## src/rtl/seven_seg_scanner_n.sv

```systemverilog
// ---------------------------------------------------------------------------
// seven_seg_scanner_n
//   N-digit anode scanner for multiplexed common-anode 7-segment displays.
//   A single internal dwell counter times each digit, so no divided clock is
//   needed. Digits whose mask bit is clear are skipped. An optional blank gap
//   with every anode off separates consecutive digits to suppress ghosting.
//
// Ports
//   clk          in   1       system clock, rising edge
//   reset        in   1       synchronous, active-high
//   enable       in   1       1 = scan runs; 0 = timing frozen, all anodes off
//   digit_mask   in   DIGITS  bit i set: digit i takes part in the scan
//   anode        out  DIGITS  active-low anode drives (registered)
//   digit_sel    out  SEL_W   index of the lit/next digit (registered)
//   blanking     out  1       1 during the blank gap or while disabled
//   frame_start  out  1       1-clk pulse when the scan wraps to a lower/equal index
// ---------------------------------------------------------------------------
module seven_seg_scanner_n #(
  parameter  int unsigned DIGITS       = 4,
  parameter  int unsigned DWELL_CYCLES = 100000,
  parameter  int unsigned BLANK_CYCLES = 1000,
  localparam int unsigned SEL_W        = $clog2(DIGITS)
) (
  input  logic              clk,
  input  logic              reset,
  input  logic              enable,
  input  logic [DIGITS-1:0] digit_mask,
  output logic [DIGITS-1:0] anode,
  output logic [SEL_W-1:0]  digit_sel,
  output logic              blanking,
  output logic              frame_start
);

  localparam int unsigned CNT_MAX = (DWELL_CYCLES > BLANK_CYCLES) ? DWELL_CYCLES : BLANK_CYCLES;
  localparam int unsigned CNT_W   = (CNT_MAX > 1) ? $clog2(CNT_MAX) : 1;

  localparam logic [CNT_W-1:0] DWELL_LAST = CNT_W'(DWELL_CYCLES - 1);
  localparam logic [CNT_W-1:0] BLANK_LAST = (BLANK_CYCLES > 0) ? CNT_W'(BLANK_CYCLES - 1) : '0;

  typedef enum logic {
    ST_SHOW  = 1'b0,
    ST_BLANK = 1'b1
  } state_t;

  state_t            st, st_n;
  logic [SEL_W-1:0]  sel, sel_n;
  logic [CNT_W-1:0]  cnt, cnt_n;
  logic [SEL_W-1:0]  nxt_sel;
  logic [SEL_W-1:0]  cand;
  logic              found;
  logic              wrap, wrap_r;
  logic [DIGITS-1:0] anode_n;

  // Next enabled digit after sel, searching forward with wrap-around.
  // Falls back to sel itself when the mask is empty.
  always_comb begin
    nxt_sel = sel;
    found   = 1'b0;
    cand    = '0;
    for (int unsigned k = 1; k <= DIGITS; k++) begin
      cand = SEL_W'((32'(sel) + k) % DIGITS);
      if (!found && digit_mask[cand]) begin
        nxt_sel = cand;
        found   = 1'b1;
      end
    end
  end

  // Scan state register
  always_ff @(posedge clk) begin
    if (reset) begin
      st  <= ST_SHOW;
      sel <= '0;
      cnt <= '0;
    end else begin
      st  <= st_n;
      sel <= sel_n;
      cnt <= cnt_n;
    end
  end

  // Next-state logic; everything holds while enable is low so the remaining
  // dwell is preserved across a pause.
  always_comb begin
    st_n  = st;
    sel_n = sel;
    cnt_n = cnt;
    wrap  = 1'b0;
    if (enable) begin
      unique case (st)
        ST_SHOW: begin
          if (cnt == DWELL_LAST) begin
            cnt_n = '0;
            sel_n = nxt_sel;
            wrap  = (nxt_sel <= sel);
            st_n  = (BLANK_CYCLES == 0) ? ST_SHOW : ST_BLANK;
          end else begin
            cnt_n = cnt + CNT_W'(1);
          end
        end
        ST_BLANK: begin
          if (cnt == BLANK_LAST) begin
            cnt_n = '0;
            st_n  = ST_SHOW;
          end else begin
            cnt_n = cnt + CNT_W'(1);
          end
        end
        default: begin
          st_n = ST_SHOW;
        end
      endcase
    end
  end

  // At most one anode can be low: only the index equal to sel qualifies.
  always_comb begin
    anode_n = '1;
    for (int unsigned i = 0; i < DIGITS; i++) begin
      anode_n[i] = ~(enable && (st == ST_SHOW) && (sel == SEL_W'(i)) && digit_mask[i]);
    end
  end

  // Output register stage. The wrap flag is delayed one extra clk so the
  // frame_start pulse lines up with the registered digit_sel showing the
  // wrapped index.
  always_ff @(posedge clk) begin
    if (reset) begin
      anode       <= '1;
      digit_sel   <= '0;
      blanking    <= 1'b0;
      frame_start <= 1'b0;
      wrap_r      <= 1'b0;
    end else begin
      anode       <= anode_n;
      digit_sel   <= sel;
      blanking    <= (st == ST_BLANK) || !enable;
      wrap_r      <= wrap;
      frame_start <= wrap_r;
    end
  end

endmodule

```

## config.mk

```make
export PLATFORM = sky130hd
export DESIGN_NAME = seven_seg_scanner_n
export DESIGN_NICKNAME = d
export VERILOG_FILES = /design/src/rtl/seven_seg_scanner_n.sv
export SDC_FILE = /design/constraint.sdc
export NUM_CORES = 1
export LEC_CHECK = 0
export ABC_AREA = 1
export BUFFER_PORTS_ARGS = -buffer_cell sky130_fd_sc_hd__buf_2
export CAP_MARGIN = 20
export CORE_AREA = 2 2 71 46
export DETAILED_ROUTE_END_ITERATION = 7
export DIE_AREA = 0 0 73 48
export GPL_ROUTABILITY_DRIVEN = 0
export PLACE_DENSITY = 0.85
export SYNTH_ARGS = -nofsm -noshare
export SYNTH_HDL_FRONTEND = slang
export SYNTH_SLANG_ARGS = --single-unit
export TNS_END_PERCENT = 10
```

## constraint.sdc

```tcl
create_clock -name clk -period 3.3 [get_ports clk]
set_input_delay 0.66 -clock clk [delete_from_list [all_inputs] [get_ports clk]]
set_output_delay 0.66 -clock clk [all_outputs]
set_load 0.005 [all_outputs]
```

==> flow_metrics.env, run 1 <==
export IMPL_status="completed"
export IMPL_crit_cells=15
export IMPL_final_antenna_net_count=0
export IMPL_via_count=1670
export IMPL_cts_buffer_depth=2
export IMPL_nFillCells=247
export IMPL_syn2layout_area_growth_pct=9.756
export IMPL_path_cells="inv_2, ha_1, inv_1, nand3_1, nand2_1, inv_1, nand3_1, nand2_1, nand2_1, inv_1, ha_1, inv_1, nor2_1, o21ai_0, and3_1"
export IMPL_synth_area_leaders="dfxtp_1 (33%), nand2_1 (12%), nor2_1 (8.6%)"
export IMPL_drc=0
export IMPL_post_cts_buffers=0
export IMPL_arrival_ns=2.65
export IMPL_cp_common_cell="inv_1"
export IMPL_drv_cap=0
export IMPL_cts_root_buf="clkbuf_8"
export IMPL_postSynthAreaPerCell_um2=6.734
export IMPL_final_cell_mix="nand2_1 (57), nor2_1 (40), inv_1 (33)"
export IMPL_cts_sinks=29
export IMPL_io_pins=15
export IMPL_synth_seq_cells=29
export IMPL_yosysTopAreaCellShare_pct=33.29
export IMPL_grt_pass1_wl_um=6389
export IMPL_tightest_slew_ns=0.4596
export IMPL_whs_path_depth=2
export IMPL_cts_hold_buf=0
export IMPL_drive_gt1_share_pct=15.52
export IMPL_final_util_pct=68.46
export IMPL_die_area_um2=3504
export IMPL_hold_path_class="reg -> reg"
export IMPL_synth_largest_area_cell="dfxtp_1"
export IMPL_critPathCaptureType="flip-flop"
export IMPL_slew_violations=0
export IMPL_hold_viol=0
export IMPL_nNetsFinal=290
export IMPL_layout_cells_non_filler=311
export IMPL_grt_total_usage_pct=25.16
export IMPL_wirelength_um=3939
export IMPL_setup_violations=0
export IMPL_antenna_found_initial=0
export IMPL_cts_tree="built"
export IMPL_ys_seq_area_share_pct=33.29
export IMPL_numCtsBuffers=5
export IMPL_multi_input_area_um2=1001
export IMPL_crit_required_ns=3.48
export IMPL_port_buffers=14
export IMPL_wire_per_inst_um=12.67
export IMPL_worst_path_buf_inv=5
export IMPL_synth_nets=273
export IMPL_antenna_cells=0
export IMPL_slew_headroom_pct=69.25
export IMPL_path_delay_family="simple AND/OR/NAND/NOR gates"
export IMPL_grt_overflow_total=0
export IMPL_rows=15
export IMPL_start_kind="flip-flop"
export IMPL_regArea_um2=580.6
export IMPL_final_common_cell="nand2_1"
export IMPL_dp_cells=303
export IMPL_ir_worst_vdd_v=0.0002278
export IMPL_clock_latency_ns=0.28
export IMPL_final_setup_tns_ns=0
export IMPL_rsz0062_at_grt="no"
export IMPL_path_max_fanout=10
export IMPL_core_area_um2=2796
export IMPL_yosysUniqueCellTypes=29
export IMPL_fmaxAchievable_ghz=0.4044
export IMPL_yosysWarnings=0
export IMPL_die_w_um=73
export IMPL_drt_iter0_drc=115
export IMPL_drt_pass1_iterations=6
export IMPL_crit_type="reg -> reg"
export IMPL_die_h_um=48
export IMPL_grt_max_degree=15
export IMPL_clkTransAtPathRegs_ns=0.06
export IMPL_max_stage_delay_ns=0.53
export IMPL_p_per_area_nw_per_um2=352.6
export IMPL_syn_area_um2=1744
export IMPL_yosys_most_used_dff="dfxtp_1"
export IMPL_synth_edff_count=0
export IMPL_totalPowerFinal_uw=674.9
export IMPL_p_leak_nw=0.8709
export IMPL_h_tree_depth=2
export IMPL_cpMaxStageDelayCell="dfxtp_1"
export IMPL_start_util_pct=62.37
export IMPL_synth_async_reset_ratio_pct=0
export IMPL_min_period_over_period_pct=74.94
export IMPL_cts_resized=0
export IMPL_finalCriticalPeriod_ns=2.473
export IMPL_vias_per_cell=5.370
export IMPL_grt_pass1_vias=1368
export IMPL_syn_inst=259
export IMPL_skew_ns=0.004945
export IMPL_reg2regPathDepth=15
export IMPL_post_dp_hpwl_um=3067
[worst register-to-register path: cells and delay by family, from the launching register on]
kind	cells	cell delay, ns
simple gates	7	0.70
fa+ha+maj	2	0.66
flops	1	0.53
buf+inv	5	0.42
compound gates	1	0.07
[state kept, by name (all words and copies together), names as in the netlist]
name	count
wrap_r	1
sel	2
cnt	17
frame_start	1
st	1
digit_sel	2
anode	4
blanking	1
[cell type report]
type	instances	share of cell area, %
flip-flops and latches	29	30.33
clock buffers	6	3.791
multi-input cells	190	52.29
inverters	36	7.190
clock inverters	2	0.5229
repair buffers	14	3.660
well taps	34	2.222
[cell families after synthesis]
group,share of synthesized area (%)
DFF,33.29
xor gates and xnor gates,2.511
and+or+nand+nor,45.48
buffers and inverters,9.326
AOI/OAI and AO/OA,4.376
adders and majority gates,5.021
[routing by layer]
layer / wire (um) / part of all wire (%) / GRT usage [%] / vias to the layer above
met5: 0 / 0 / 0 / -
met3: 349 / 8.9 / 5.895 / 5
met1: 2089 / 53 / 39.37 / 722
li1: - / - / - / 872
met2: 1456 / 37 / 32.07 / 71
met4: 43 / 1.1 / 10.00 / 0
[path summary, 6_finish.rpt]
check	startpoint	to	slack, ns
worst max-delay path	sel[0]$_SDFFE_PP0P_	wrap_r$_SDFF_PP0_	0.83
worst min-delay path	wrap_r$_SDFF_PP0_	frame_start$_SDFF_PP0_	0.43
worst max register to register	sel[0]$_SDFFE_PP0P_	wrap_r$_SDFF_PP0_	0.83
worst min register to register	wrap_r$_SDFF_PP0_	frame_start$_SDFF_PP0_	0.43
[stage by stage]
stage	hold WS (ns)	area (um2)	setup WS, ns
2_1_floorplan	0.3883	1744	1.155
3_3_place_gp	0.4170	1832	0.9994
3_5_place_dp	0.4168	1832	0.8900
4_1_cts	0.4315	1914	0.8756
5_1_grt	0.4484	1914	0.6105
6_report	0.4314	1914	0.8271
[report_power, final]
group	internal [mW]	total, mW	switching (mW)
Sequential	0.354	0.357	0.00330
Combinational	0.0151	0.0442	0.0291
Clock	0.145	0.273	0.128
Total	0.515	0.675	0.160
[cells in the mapped netlist, types with 3 or more instances]
cell type / instances
nand2_2: 7
nor2_1: 40
nor3_1: 6
nand3_1: 23
a21oi_1: 10
nor2_2: 4
o21ai_0: 4
nand2_1: 57
nand4_1: 14
dfxtp_1: 29
inv_1: 33
ha_1: 7
xor2_1: 3
No activity file was read; power rests on OpenSTA's default activity.
==> run 2: changes to the inputs <==
CORE_AREA = 2 2 78 50   (was 2 2 71 46)
DIE_AREA = 0 0 80 52   (was 0 0 73 48)
PLACE_DENSITY = 0.76   (was 0.85)
clock period = 2.2 ns   (was 3.3 ns; I/O delays follow)
==> run 2 against run 1 <==
Compared with the run above:
- largest power group unchanged
- clock skew up 0.0014 ns
- critical endpoint unchanged
- combinational power up 54%
- cell count rose by 5.5%
- non-clock buffer count is 4 higher
- hold slack got worse by 0.053 ns
- power up 52%
- clock-buffer cell count unchanged
- setup slack lost 0.68 ns
- routed wire length rose by 0.81%
==> flow_metrics.env, run 2 (synthesis gave the netlist of run 1 again) <==
export IMPL_status="completed"
export IMPL_largest_reg_flops=17
export IMPL_rows=17
export IMPL_nFillCells=345
export IMPL_drv_cap=0
export IMPL_worst_path_buf_inv=5
export IMPL_final_antenna_net_count=0
export IMPL_grt_total_usage_pct=20.70
export IMPL_io_pins=15
export IMPL_post_cts_buffers=0
export IMPL_drt_pass1_iterations=4
export IMPL_critPathCaptureType="flip-flop"
export IMPL_grt_pass1_vias=1394
export IMPL_die_w_um=80
export IMPL_skew_ns=0.006349
export IMPL_via_count=1664
export IMPL_p_switching_uw=251.3
export IMPL_dp_cells=320
export IMPL_layout_cells_non_filler=328
export IMPL_p_per_area_nw_per_um2=517.6
export IMPL_min_period_over_period_pct=93.13
export IMPL_tightest_slew_ns=0.3518
export IMPL_ir_worst_vdd_v=0.0002801
export IMPL_hold_path_class="in -> reg"
export IMPL_max_flop_register="cnt"
export IMPL_arrival_ns=2.23
export IMPL_timing_hold_ws_ns=0.3787
export IMPL_die_area_um2=4160
export IMPL_clock_latency_ns=0.28
export IMPL_die_h_um=52
export IMPL_fmaxAchievable_ghz=0.4881
export IMPL_drt_iter0_drc=121
export IMPL_antenna_cells=0
export IMPL_path_max_fanout=4
export IMPL_swShare_pct=24.53
export IMPL_max_stage_delay_ns=0.36
export IMPL_cts_buffer_depth=2
export IMPL_cts_sinks=29
export IMPL_cts_root_buf="clkbuf_8"
export IMPL_wirelength_um=3971
export IMPL_grt_overflow_total=0
export IMPL_biggestRegsByFlops="cnt x17, anode x4"
export IMPL_place_area_um2=1878
export IMPL_intPower_uw=773.2
export IMPL_postLayoutCellArea_um2=1979
export IMPL_antenna_found_initial=0
export IMPL_wire_per_inst_um=12.11
export IMPL_drc=0
export IMPL_final_cell_mix="nand2_1 (57), nor2_1 (40), inv_1 (33)"
export IMPL_drive_gt1_share_pct=17.79
export IMPL_setup_violations=0
export IMPL_core_area_um2=3488
export IMPL_port_buffers=14
export IMPL_h_tree_depth=2
export IMPL_path_cells="inv_1, ha_4, inv_1, nand3_1, nand2_1, inv_1, nand3_1, nand2_1, nand2_1, inv_1, ha_1, inv_1, nor2_1, o21ai_0, and3_1"
export IMPL_cp_common_cell="inv_1"
export IMPL_clkTransAtPathRegs_ns=0.06
export IMPL_slew_headroom_pct=76.49
export IMPL_path_delay_family="simple AND/OR/NAND/NOR gates"
export IMPL_power_frac_comb_pct=6.6
export IMPL_syn2layout_area_growth_pct=13.49
export IMPL_nNetsFinal=294
export IMPL_numCtsBuffers=5
export IMPL_slew_violations=0
export IMPL_post_dp_hpwl_um=3023
export IMPL_final_setup_tns_ns=0
export IMPL_cts_tree="built"
export IMPL_power_share_clock_pct=41.0
export IMPL_final_common_cell="nand2_1"
export IMPL_vias_per_cell=5.073
export IMPL_crit_required_ns=2.38
export IMPL_start_kind="flip-flop"
export IMPL_p_leak_nw=0.8914
export IMPL_finalCriticalPeriod_ns=2.049
export IMPL_grt_max_degree=15
export IMPL_p_seq_share_pct=52.4
export IMPL_hold_viol=0
export IMPL_grt_pass1_wl_um=6486
export IMPL_crit_type="reg -> reg"
export IMPL_cpMaxStageDelayCell="dfxtp_2"
export IMPL_start_util_pct=50.00
[run 2: changes by cell type in the layout (fill, tap and decap cells not counted), sizes merged]
cell / before / now
buf: 14 / 18
[run 2: path summary, 6_finish.rpt]
kind / startpoint / end / slack, ns / cells past startpoint
min reg2reg: wrap_r$_SDFF_PP0_ / frame_start$_SDFF_PP0_ / 0.40 / 2
max reg2reg: sel[1]$_SDFFE_PP0P_ / wrap_r$_SDFF_PP0_ / 0.15 / 15
min: digit_mask[3] / anode[3]$_SDFF_PP1_ / 0.38 / 2
max: sel[1]$_SDFFE_PP0P_ / wrap_r$_SDFF_PP0_ / 0.15 / 15
[run 2: routing by layer]
metal | up-vias | track usage (%) | wire [um]
met5 | - | 0 | 0
met4 | 0 | 6.215 | 34
met3 | 3 | 6.424 | 311
met2 | 50 | 26.39 | 1460
met1 | 741 | 32.12 | 2164
li1 | 870 | - | -
[run 2: cell type report]
cell class              count  area, um2  share of cell area [%]
clock inverters             2      10.01                  0.5057
inverters                  36      137.6                   6.953
flip-flops and latches     29      581.8                   29.39
multi-input cells         190       1018                   51.45
repair buffers             18      100.1                   5.057
well taps                  47      58.81                   2.971
clock buffers               6      72.57                   3.666
[run 2: what timing repair did]
action	in CTS	in global routing
endpoints found under the hold margin	0	0
setup endpoints to repair	0	1
gates resized for setup	0	3
hold buffers	0	0
[run 2: worst register-to-register path, cell delays in order (launching register included)]
cell and delay [ns]:
dfxtp_2 0.36, inv_1 0.08, ha_4 0.23, inv_1 0.07
nand3_1 0.12, nand2_1 0.11, inv_1 0.07, nand3_1 0.10
nand2_1 0.06, nand2_1 0.08, inv_1 0.05, ha_1 0.28
inv_1 0.04, nor2_1 0.08, o21ai_0 0.07, and3_1 0.18
[run 2: stage by stage]
step	power, mW	util (%)	setup WS, ns
2_1_floorplan	0.5933	-	0.05488
3_3_place_gp	0.6127	53.84	0.1561
3_5_place_dp	0.6143	53.84	0.05340
4_1_cts	1.030	56.21	0.04455
5_1_grt	1.067	56.74	-0.008784
6_report	1.024	56.74	0.1511
[run 2: power by group through the flow]
stage	Sequential, mW	Clock, mW	Combinational (mW)
after CTS	0.537	0.426	0.0674
after global placement	0.547	0	0.0652
after global routing	0.537	0.454	0.0753
final	0.537	0.420	0.0679
after floorplan	0.547	0	0.0465
after detailed placement	0.548	0	0.0662
==> run 3: changes to the inputs <==
BUFFER_PORTS_ARGS = not set   (was -buffer_cell sky130_fd_sc_hd__buf_2)
CORE_AREA = 2 2 76 49   (was 2 2 78 50)
DIE_AREA = 0 0 78 51   (was 0 0 80 52)
DONT_BUFFER_PORTS = 1   (was not set)
PLACE_DENSITY = 0.74   (was 0.76)
==> run 3 against run 2 <==
Compared with the run above:
- cell count down 4.0%
- clock power up 2%
- combinational power fell by 24%
- highest routed layer unchanged
==> flow_metrics.env, run 3 (synthesis gave the netlist of run 1 again) <==
export IMPL_status="completed"
export IMPL_syn2layout_area_growth_pct=10.19
export IMPL_die_area_um2=3978
export IMPL_start_kind="flip-flop"
export IMPL_grt_pass1_vias=1324
export IMPL_grt_overflow_total=0
export IMPL_drv_cap=0
export IMPL_path_max_fanout=4
export IMPL_slew_violations=0
export IMPL_ir_worst_vdd_v=0.0003288
export IMPL_drt_pass1_iterations=6
export IMPL_min_period_over_period_pct=91.59
export IMPL_cts_buffer_depth=2
export IMPL_final_util_pct=56.47
export IMPL_path_delay_family="simple AND/OR/NAND/NOR gates"
export IMPL_io_pins=15
export IMPL_numCtsBuffers=5
export IMPL_fin_ws_ns=0.1850
export IMPL_hold_path_class="in -> reg"
export IMPL_hold_viol=0
export IMPL_grt_pass1_wl_um=6589
export IMPL_worst_path_buf_inv=5
export IMPL_crit_required_ns=2.38
export IMPL_max_flop_register="cnt"
export IMPL_slew_headroom_pct=70.42
export IMPL_wire_per_inst_um=12.83
export IMPL_crit_type="reg -> reg"
export IMPL_p_per_area_nw_per_um2=528.8
export IMPL_h_tree_depth=2
export IMPL_path_cells="inv_2, ha_4, inv_1, nand3_2, nand2_1, inv_1, nand3_1, nand2_1, nand2_1, inv_1, ha_1, inv_1, nor2_1, o21ai_0, and3_1"
export IMPL_finalCriticalPeriod_ns=2.015
export IMPL_arrival_ns=2.20
export IMPL_clock_latency_ns=0.28
export IMPL_largest_reg_flops=17
export IMPL_drive_gt1_share_pct=14.55
export IMPL_cpMaxStageDelayCell="dfxtp_1"
export IMPL_antenna_found_initial=0
export IMPL_layout_cells_non_filler=315
export IMPL_final_cell_mix="nand2_1 (57), nor2_1 (40), inv_1 (32)"
export IMPL_critPathCaptureType="flip-flop"
export IMPL_die_h_um=51
export IMPL_final_setup_tns_ns=0
export IMPL_wirelength_um=4043
export IMPL_totalPowerFinal_mw=1.016
export IMPL_cts_root_buf="clkbuf_8"
export IMPL_p_leak_nw=0.8470
export IMPL_cts_tree="built"
export IMPL_drc=0
export IMPL_cts_sinks=29
export IMPL_final_common_cell="nand2_1"
export IMPL_final_antenna_net_count=0
export IMPL_dp_cells=305
export IMPL_cts_hold_buf=0
export IMPL_antenna_cells=0
export IMPL_place_area_um2=1800
export IMPL_place_ws_ns=0.06917
export IMPL_tightest_slew_ns=0.4421
export IMPL_postLayoutCellArea_um2=1922
export IMPL_nNetsFinal=281
export IMPL_vias_per_cell=5.346
export IMPL_via_count=1684
export IMPL_max_stage_delay_ns=0.34
export IMPL_timing_hold_ws_ns=0.2184
export IMPL_grt_max_degree=15
export IMPL_port_buffers=0
export IMPL_post_dp_hpwl_um=3084
export IMPL_biggestRegsByFlops="cnt x17, anode x4"
export IMPL_drt_iter0_drc=95
export IMPL_setup_violations=0
export IMPL_nFillCells=340
export IMPL_rows=17
export IMPL_grt_total_usage_pct=21.47
export IMPL_cp_common_cell="inv_1"
export IMPL_fmaxAchievable_ghz=0.4963
export IMPL_clkTransAtPathRegs_ns=0.06
export IMPL_start_util_pct=51.25
export IMPL_core_area_um2=3403
export IMPL_skew_ns=0.003520
export IMPL_die_w_um=78
==> run 3: what timing repair did <==
action / CTS / global route
setup endpoints to repair: 0 / 1
resized for setup: 0 / 5
buffers inserted: 0 / 2
==> run 3: power by group <==
| group | switching, mW | leakage (nW) | total, mW | internal (mW) |
|---|---|---|---|---|
| logic | 0.0330 | 0.567 | 0.0516 | 0.0186 |
| registers | 0.00611 | 0.235 | 0.537 | 0.531 |
| clock network | 0.209 | 0.0450 | 0.428 | 0.219 |
==> run 3: per-layer routing <==
layer	vias up	share of wire, %	GRT usage (%)
li1	850	-	-
met1	758	55	35.00
met2	72	36	26.01
met3	4	8.1	6.360
met4	0	0.62	5.263
met5	-	0	0
==> run 3: layout make-up <==
cell class | count | area (um2) | area share [%]
multi-input cells | 190 | 1023 | 53.26
flip-flops and latches | 29 | 581.8 | 30.27
inverters | 36 | 137.6 | 7.161
clock buffers | 6 | 72.57 | 3.776
well taps | 47 | 58.81 | 3.060
repair buffers | 5 | 37.54 | 1.953
clock inverters | 2 | 10.01 | 0.5208
==> run 3: worst reg2reg max path, cell delays in order, from the launching register on <==
cell     delay (ns)
dfxtp_1        0.34
inv_2          0.06
ha_4           0.25
inv_1          0.09
nand3_2        0.10
nand2_1        0.09
inv_1          0.07
nand3_1        0.09
nand2_1        0.06
nand2_1        0.07
inv_1          0.05
ha_1           0.28
inv_1          0.04
nor2_1         0.07
o21ai_0        0.08
and3_1         0.18
==> run 3: path summary, 6_finish.rpt <==
path / from / end / slack (ns) / cells after the start
worst max-delay path: sel[0]$_SDFFE_PP0P_ / wrap_r$_SDFF_PP0_ / 0.18 / 15
worst min register to register: wrap_r$_SDFF_PP0_ / frame_start$_SDFF_PP0_ / 0.42 / 2
worst min-delay path: reset / st$_SDFFE_PP0P_ / 0.22 / 1
worst max register to register: sel[0]$_SDFFE_PP0P_ / wrap_r$_SDFF_PP0_ / 0.18 / 15
